`config.mk`:
```
export PLATFORM = sky130hd
export DESIGN_NAME = multicycle_control
export DESIGN_NICKNAME = d
export VERILOG_FILES = /design/src/rtl/multicycle_control.sv
export SDC_FILE = /design/constraint.sdc
export NUM_CORES = 1
export LEC_CHECK = 0
export BUFFER_PORTS_ARGS = -buffer_cell sky130_fd_sc_hd__buf_2
export CAP_MARGIN = 0
export CORE_ASPECT_RATIO = 1.5
export CORE_MARGIN = 4
export CORE_UTILIZATION = 54
export CTS_BUF_LIST = sky130_fd_sc_hd__clkbuf_8
export DETAILED_ROUTE_END_ITERATION = 6
export HOLD_SLACK_MARGIN = 0.1
export PLACE_DENSITY_LB_ADDON = 0.1
export SYNTH_ARGS = -nofsm -noshare
export SYNTH_HDL_FRONTEND = slang
export SYNTH_SLANG_ARGS = --single-unit
```
`constraint.sdc`:
```
create_clock -name clk -period 6.8 [get_ports clk]
set_input_delay 1.36 -clock clk [delete_from_list [all_inputs] [get_ports clk]]
set_output_delay 1.36 -clock clk [all_outputs]
set_load 0.02 [all_outputs]
```
`src/rtl/multicycle_control.sv`:
```
// Multicycle MIPS control FSM: fetch/decode/execute/mem/writeback sequencing.
// Optional JUMP_EN adds the j instruction (JUMP state, pcSource=10).
module multicycle_control #(
  parameter int CNT_W = 16
) (
  input  logic             clk,
  input  logic             reset,
  input  logic [5:0]       opCode,
  input  logic             memReady,
  output logic             pcWrite,
  output logic             pcWriteCond,
  output logic             iorD,
  output logic             memRead,
  output logic             memWrite,
  output logic             irWrite,
  output logic             regDst,
  output logic             memtoReg,
  output logic             regWrite,
  output logic             aluSrcA,
  output logic [1:0]       aluSrcB,
  output logic [1:0]       aluOp,
  output logic [1:0]       pcSource,
  output logic             illegalOp,
  output logic [3:0]       state,
  output logic [CNT_W-1:0] instrCount
);

  typedef enum logic [3:0] {
    S_FETCH  = 4'd0,
    S_DECODE = 4'd1,
    S_MEMADR = 4'd2,
    S_MEMRD  = 4'd3,
    S_MEMWB  = 4'd4,
    S_MEMWR  = 4'd5,
    S_EXEC   = 4'd6,
    S_RWB    = 4'd7,
    S_BRANCH = 4'd8,
    S_JUMP   = 4'd9
  } state_e;

  localparam logic [5:0] OP_RTYPE = 6'b000000;
  localparam logic [5:0] OP_LW    = 6'b100011;
  localparam logic [5:0] OP_SW    = 6'b101011;
  localparam logic [5:0] OP_BEQ   = 6'b000100;
  localparam logic [5:0] OP_J     = 6'b000010;

  state_e          state_q, state_d;
  logic [CNT_W-1:0] cnt_q, cnt_d;
  logic            retire;

  always_comb begin
    state_d     = state_q;
    retire      = 1'b0;
    pcWrite     = 1'b0;
    pcWriteCond = 1'b0;
    iorD        = 1'b0;
    memRead     = 1'b0;
    memWrite    = 1'b0;
    irWrite     = 1'b0;
    regDst      = 1'b0;
    memtoReg    = 1'b0;
    regWrite    = 1'b0;
    aluSrcA     = 1'b0;
    aluSrcB     = 2'b00;
    aluOp       = 2'b00;
    pcSource    = 2'b00;
    illegalOp   = 1'b0;
    unique case (state_q)
      S_FETCH: begin
        memRead = 1'b1;
        aluSrcB = 2'b01;
        irWrite = memReady;
        pcWrite = memReady;
        if (memReady) state_d = S_DECODE;
      end
      S_DECODE: begin
        aluSrcB = 2'b11;
        if (opCode == OP_RTYPE) begin
          state_d = S_EXEC;
        end else if (opCode == OP_LW || opCode == OP_SW) begin
          state_d = S_MEMADR;
        end else if (opCode == OP_BEQ) begin
          state_d = S_BRANCH;
`ifdef JUMP_EN
        end else if (opCode == OP_J) begin
          state_d = S_JUMP;
`endif
        end else begin
          state_d   = S_FETCH;
          illegalOp = 1'b1;
        end
      end
      S_MEMADR: begin
        aluSrcA = 1'b1;
        aluSrcB = 2'b10;
        state_d = (opCode == OP_LW) ? S_MEMRD : S_MEMWR;
      end
      S_MEMRD: begin
        memRead = 1'b1;
        iorD    = 1'b1;
        if (memReady) state_d = S_MEMWB;
      end
      S_MEMWB: begin
        memtoReg = 1'b1;
        regWrite = 1'b1;
        retire   = 1'b1;
        state_d  = S_FETCH;
      end
      S_MEMWR: begin
        memWrite = 1'b1;
        iorD     = 1'b1;
        if (memReady) begin
          retire  = 1'b1;
          state_d = S_FETCH;
        end
      end
      S_EXEC: begin
        aluSrcA = 1'b1;
        aluOp   = 2'b10;
        state_d = S_RWB;
      end
      S_RWB: begin
        regDst   = 1'b1;
        regWrite = 1'b1;
        retire   = 1'b1;
        state_d  = S_FETCH;
      end
      S_BRANCH: begin
        aluSrcA     = 1'b1;
        aluOp       = 2'b01;
        pcWriteCond = 1'b1;
        pcSource    = 2'b01;
        retire      = 1'b1;
        state_d     = S_FETCH;
      end
`ifdef JUMP_EN
      S_JUMP: begin
        pcWrite  = 1'b1;
        pcSource = 2'b10;
        retire   = 1'b1;
        state_d  = S_FETCH;
      end
`endif
      default: state_d = S_FETCH;
    endcase
    // Reset overrides the FETCH decode so nothing strobes memory
    if (reset) begin
      pcWrite     = 1'b0;
      pcWriteCond = 1'b0;
      iorD        = 1'b0;
      memRead     = 1'b0;
      memWrite    = 1'b0;
      irWrite     = 1'b0;
      regDst      = 1'b0;
      memtoReg    = 1'b0;
      regWrite    = 1'b0;
      aluSrcA     = 1'b0;
      aluSrcB     = 2'b00;
      aluOp       = 2'b00;
      pcSource    = 2'b00;
      illegalOp   = 1'b0;
    end
    cnt_d = cnt_q + {{(CNT_W-1){1'b0}}, retire};
  end

  always_ff @(posedge clk) begin
    if (reset) begin
      state_q <= S_FETCH;
      cnt_q   <= '0;
    end else begin
      state_q <= state_d;
      cnt_q   <= cnt_d;
    end
  end

  assign state      = state_q;
  assign instrCount = cnt_q;

endmodule

```
======== Word-level counts from Yosys, hierarchy flattened ========
Index checks and enable logic that the tools add are counted.
W data, S select, Z words.
storage, ports and cells
  register bits ........................... 20
  bits in latches ......................... 0
  memory bits (writable) .................. 0
  memory bits (read-only) ................. 0
  input port bits ......................... 9
  output and inout port bits .............. 37
  word-level logic and storage cells ...... 65
  memories ................................ 0
operators by class
  add/subtract/negate cells ............... 1
  multiply operators ...................... 0
  div/mod/pow operators ................... 0
  order comparisons ....................... 0
  equal/unequal tests ..................... 14
  shifts and indexed selects .............. 0
  multiplexer cells ....................... 39
  bitwise gates (word level) .............. 0
  reduce and logical (&&, ||, !) cells .... 9
operator list
  kind                  count
  $mux W1               25
  $mux W4               6
  $pmux W4 S6           1
  $add A16 B1 Y16       1
  $eq A4 B3 Y1 const B  4
  $eq A6 B6 Y1 const B  2
  $eq A4 B2 Y1 const B  2
  $eq A6 B3 Y1 const B  1
  $logic_not A6 Y1      1
  $mux W2               3
  $ne A2 B2 Y1 const B  3
  $pmux W2 S3           1
  $reduce_or A2 Y1      3
  $reduce_or A3 Y1      2
  $eq A4 B1 Y1 const B  1
  $eq A4 B4 Y1 const B  1
  $logic_not A4 Y1      1
  $pmux W2 S2           1
  $mux W3               1
  $reduce_and A3 Y1     1
  $pmux W1 S2           1
  $logic_or A1 B1 Y1    1

======== Logic depth before layout (Yosys ltp) ========
  word-level depth ........................ 6
  mapped depth ............................ 11
  depth with buffers taken out ............ 10

======== Least setup slack after synthesis ========
OpenSTA, ideal clock, no wires.
  kind .................................... input to output
  from .................................... input port reset
  to ...................................... output port aluOp[0]
  arrival time ............................ 2.656 ns
  data required time ...................... 5.440 ns
  slack ................................... 2.784 ns
  cell stages on the path ................. 3
  buffers on the path ..................... 2
  path through ............................ clkbuf_1 nor4_1 buf_4
on the way
  longest elaborated chain between the ends .. 1
RTL lines
  item             line  RTL
  start, declared  7     input logic reset,
  $mux W2          147   if (reset) begin
  end, declared    21    output logic [1:0] aluOp,
No other way between the ends.

======== Final worst setup path ========
  from .................................... input port reset
  to ...................................... output port illegalOp
on the way
  longest elaborated chain between the ends .. 1
RTL lines
  item           line  RTL
  $mux W1        147
  end, declared  23    output logic illegalOp,
No other way between the ends.

==> flow_summary.toml <==
[outcome]
status = "finished, final reports clean"

[floorplanning]
core_um2 = 2080
pin_count = 46
start_util_pct = 58.2
die_w_um = 46.6
rows = 20
dieArea_um2 = 3070
die_y_um = 65.9

[timing]
finalClockSkew_ps = 1.96
slew_viol_final = 0
timing.final.crit_share_pct = 56.5
rsz0062_at_grt = "false"
fmax_mhz = 260
tightest_slew_ps = 542
hold_slack_ps = 524
final.setup.tns_ps = 0
hold_viol = 0
final_period_minus_worst_setup_slack_ps = 3840
slew_headroom_pct = 63.8
finalSetupViolations = 0

[global_route]
grtUsageTotal_pct = 19.0
grt_overflow = 0
antenna_found_initial = 0
grt_use_met3_pct = 1.63
grt_use_met1_pct = 21.6
grt-busiest-layer = "met2"
grt_pass1_wl_um = 4460
met2_usage_pct = 34.0
grt_max_degree = 25
grt_pass1_vias = 1083

[critical_path]
crit_path_end_kind = "output port"
worstPathMaxFanout = 24
cp-start-kind = "primary input"
worstReg2RegStart = "state[0]"
critPathKind = "in2out"
regToRegSetupSlack_ps = 4210
reg2reg_depth = 9
r2r-end = "instrCount[14]"
crit_arrival_ps = 2480
critPathRequiredTime_ps = 5440

[detailed_routing]
postRouteAntennaNets = 0
viasPerCell = 5.64
routedWlPerCell_um = 12.4
first_pass_iters = 4
vias = 1162
drt_iter0_drc = 23
drc = 0
wirelength_um = 2560

[power]
power_frac_clock_pct = 35.0
p_sw_share_pct = 23.1
p_per_area_nw_per_um2 = 147
seqPwrFrac_pct = 56.3
p_int_uw = 163
comb_power_share_pct = 8.7
ir_drop_v = 0.0000845
power_leakage_nw = 0.651
switchingPower_uw = 48.9

[synth]
synthAdderAreaFrac_pct = 3.11
ys_ff_latch = 20
synth_cell_types = 34
async_flop_share_pct = 0
syn_nets = 160
synthFlopType = "dfxtp_1"
syn_avg_cell_area_um2 = 8.17
synth_simple_gate_area_share_pct = 37.9
synth_edf_count = 0
synth_top_family_by_area = "simple AND/OR/NAND/NOR gates"
ys_seq_area_share_pct = 33.1
synth_warnings = 0
netlist_instances = 148
synth_xor_area_share_pct = 10.1
synth_mux_area_share_pct = 0.828
synth_compound_area_share_pct = 8.49
syn_area_um2 = 1210

[clocking]
cts_root_buffer = "clkbuf_8"
clk_latency_ps = 250
holdBufCountCts = 0
h-tree-depth = 1
postCtsSetupBuffers = 0
path_clk_slew_ps = 70
cts_buffers = 3
cts_tree = "built"
cts-resized-gates = 0
ctsLongestPathBuffers = 2
cts.sinks = 20

[worst_hold_path]
hold_start = "instrCount[15]"
min_path_cells = 2
hp-class = "reg2reg"
min_to = "instrCount[15]"

[cells_and_area]
area_growth_pct = 19.0
n_antenna_cell = 0
finalNetCount = 198
drive_gt1_share_pct = 29.3
fillers = 188

[placement]
hpwl_um = 1970
io_buffers = 44
gp_congestion = 0.801

[run]
max-cap-violations = 0
==> metrics by stage <==
step                std cells  utilization, %  setup slack, ps  power [mW]  cell area, um^2
floorplan                 148               -             2780       0.134             1210
global placement          203            67.3             2960       0.140             1400
detailed placement        203            67.3             2960       0.141             1400
CTS                       206            69.3             2940       0.215             1440
global route              206            69.3             2850       0.222             1440
finish                    206            69.3             2960       0.212             1440
==> worst max-delay path: stages <==
cell and delay [ps]:
buf_2 230, or3_1 400, nor2_1 130, nand2_1 60, a21oi_1 120, buf_2 170
==> cell usage after synthesis, drive strengths merged, types with 5 or more instances <==
library cell  count  area share, %
buf               6            3.3
nand2b            5            2.6
nor2             19            5.9
dfxtp            20             33
a21oi             7            2.9
xnor2            10            7.2
nor4              9            7.5
or3               5            2.6
nand3             7            3.3
clkbuf            5            1.6
nor3             10            4.1
o21ai             6            2.5
nand2             8            2.5
==> routing by layer <==
| metal | wire length, um | up-vias |
|---|---|---|
| met4 | 57 | 0 |
| met3 | 153 | 6 |
| met2 | 1340 | 38 |
| met5 | 0 | - |
| li1 | - | 592 |
| met1 | 1010 | 526 |
==> cell type report <==
cell class                 count  area (um^2)  area share, %
tap                           22         27.5           1.91
clock buffer                   3         41.3           2.87
timing repair buffer          44          220           15.3
multi-input combinational    113          734           51.0
sequential                    20          400           27.8
inverter                       4         15.0           1.04
==> sequential cells by signal, indices dropped and copies added (netlist names) <==
| name | count |
|---|---|
| instrCount | 16 |
| state | 4 |
==> cell families after synthesis <==
family          Yosys count
compound gates           18
xor+xnor                 14
fa+ha+maj                 3
buf+inv                  15
flops                    20
mux                       1
other cells               1
simple gates             76
==> power groups by stage <==
stage	Sequential (mW)	Clock (mW)	Combinational, mW
5_1_grt	0.120	0.0822	0.0207
4_1_cts	0.119	0.0771	0.0185
3_3_place_gp	0.122	0	0.0180
2_1_floorplan	0.121	0	0.0132
6_report	0.119	0.0742	0.0184
3_5_place_dp	0.122	0	0.0184
==> layout by cell type (no fill, tap or decap), types with 2 or more instances in the layout <==
| cell | count |
|---|---|
| clkbuf_8 | 3 |
| buf_2 | 44 |
| or3_1 | 5 |
| nor2b_1 | 4 |
| nor3_1 | 10 |
| nor4b_1 | 2 |
| xor2_1 | 4 |
| nand2b_1 | 5 |
| o31ai_1 | 2 |
| xnor2_1 | 10 |
| dfxtp_1 | 20 |
| a21oi_1 | 7 |
| nor4_1 | 5 |
| ha_1 | 3 |
| nand2_1 | 8 |
| nand3_1 | 6 |
| or4_1 | 2 |
| o21ai_0 | 6 |
| nor2_1 | 19 |
| nor4_2 | 3 |
| inv_1 | 4 |
==> how the worst max path moves through the flow <==
stage | start | endpoint | slack [ps] | cells after the start
floorplan | reset | aluOp[0] | 2780 | 3
detailed placement | reset | illegalOp | 2960 | 6
finish | reset | illegalOp | 2960 | 6
global route | reset | illegalOp | 2850 | 6
global placement | reset | illegalOp | 2960 | 6
CTS | reset | illegalOp | 2940 | 6
Note: power is estimated with default switching activity, not from simulation.
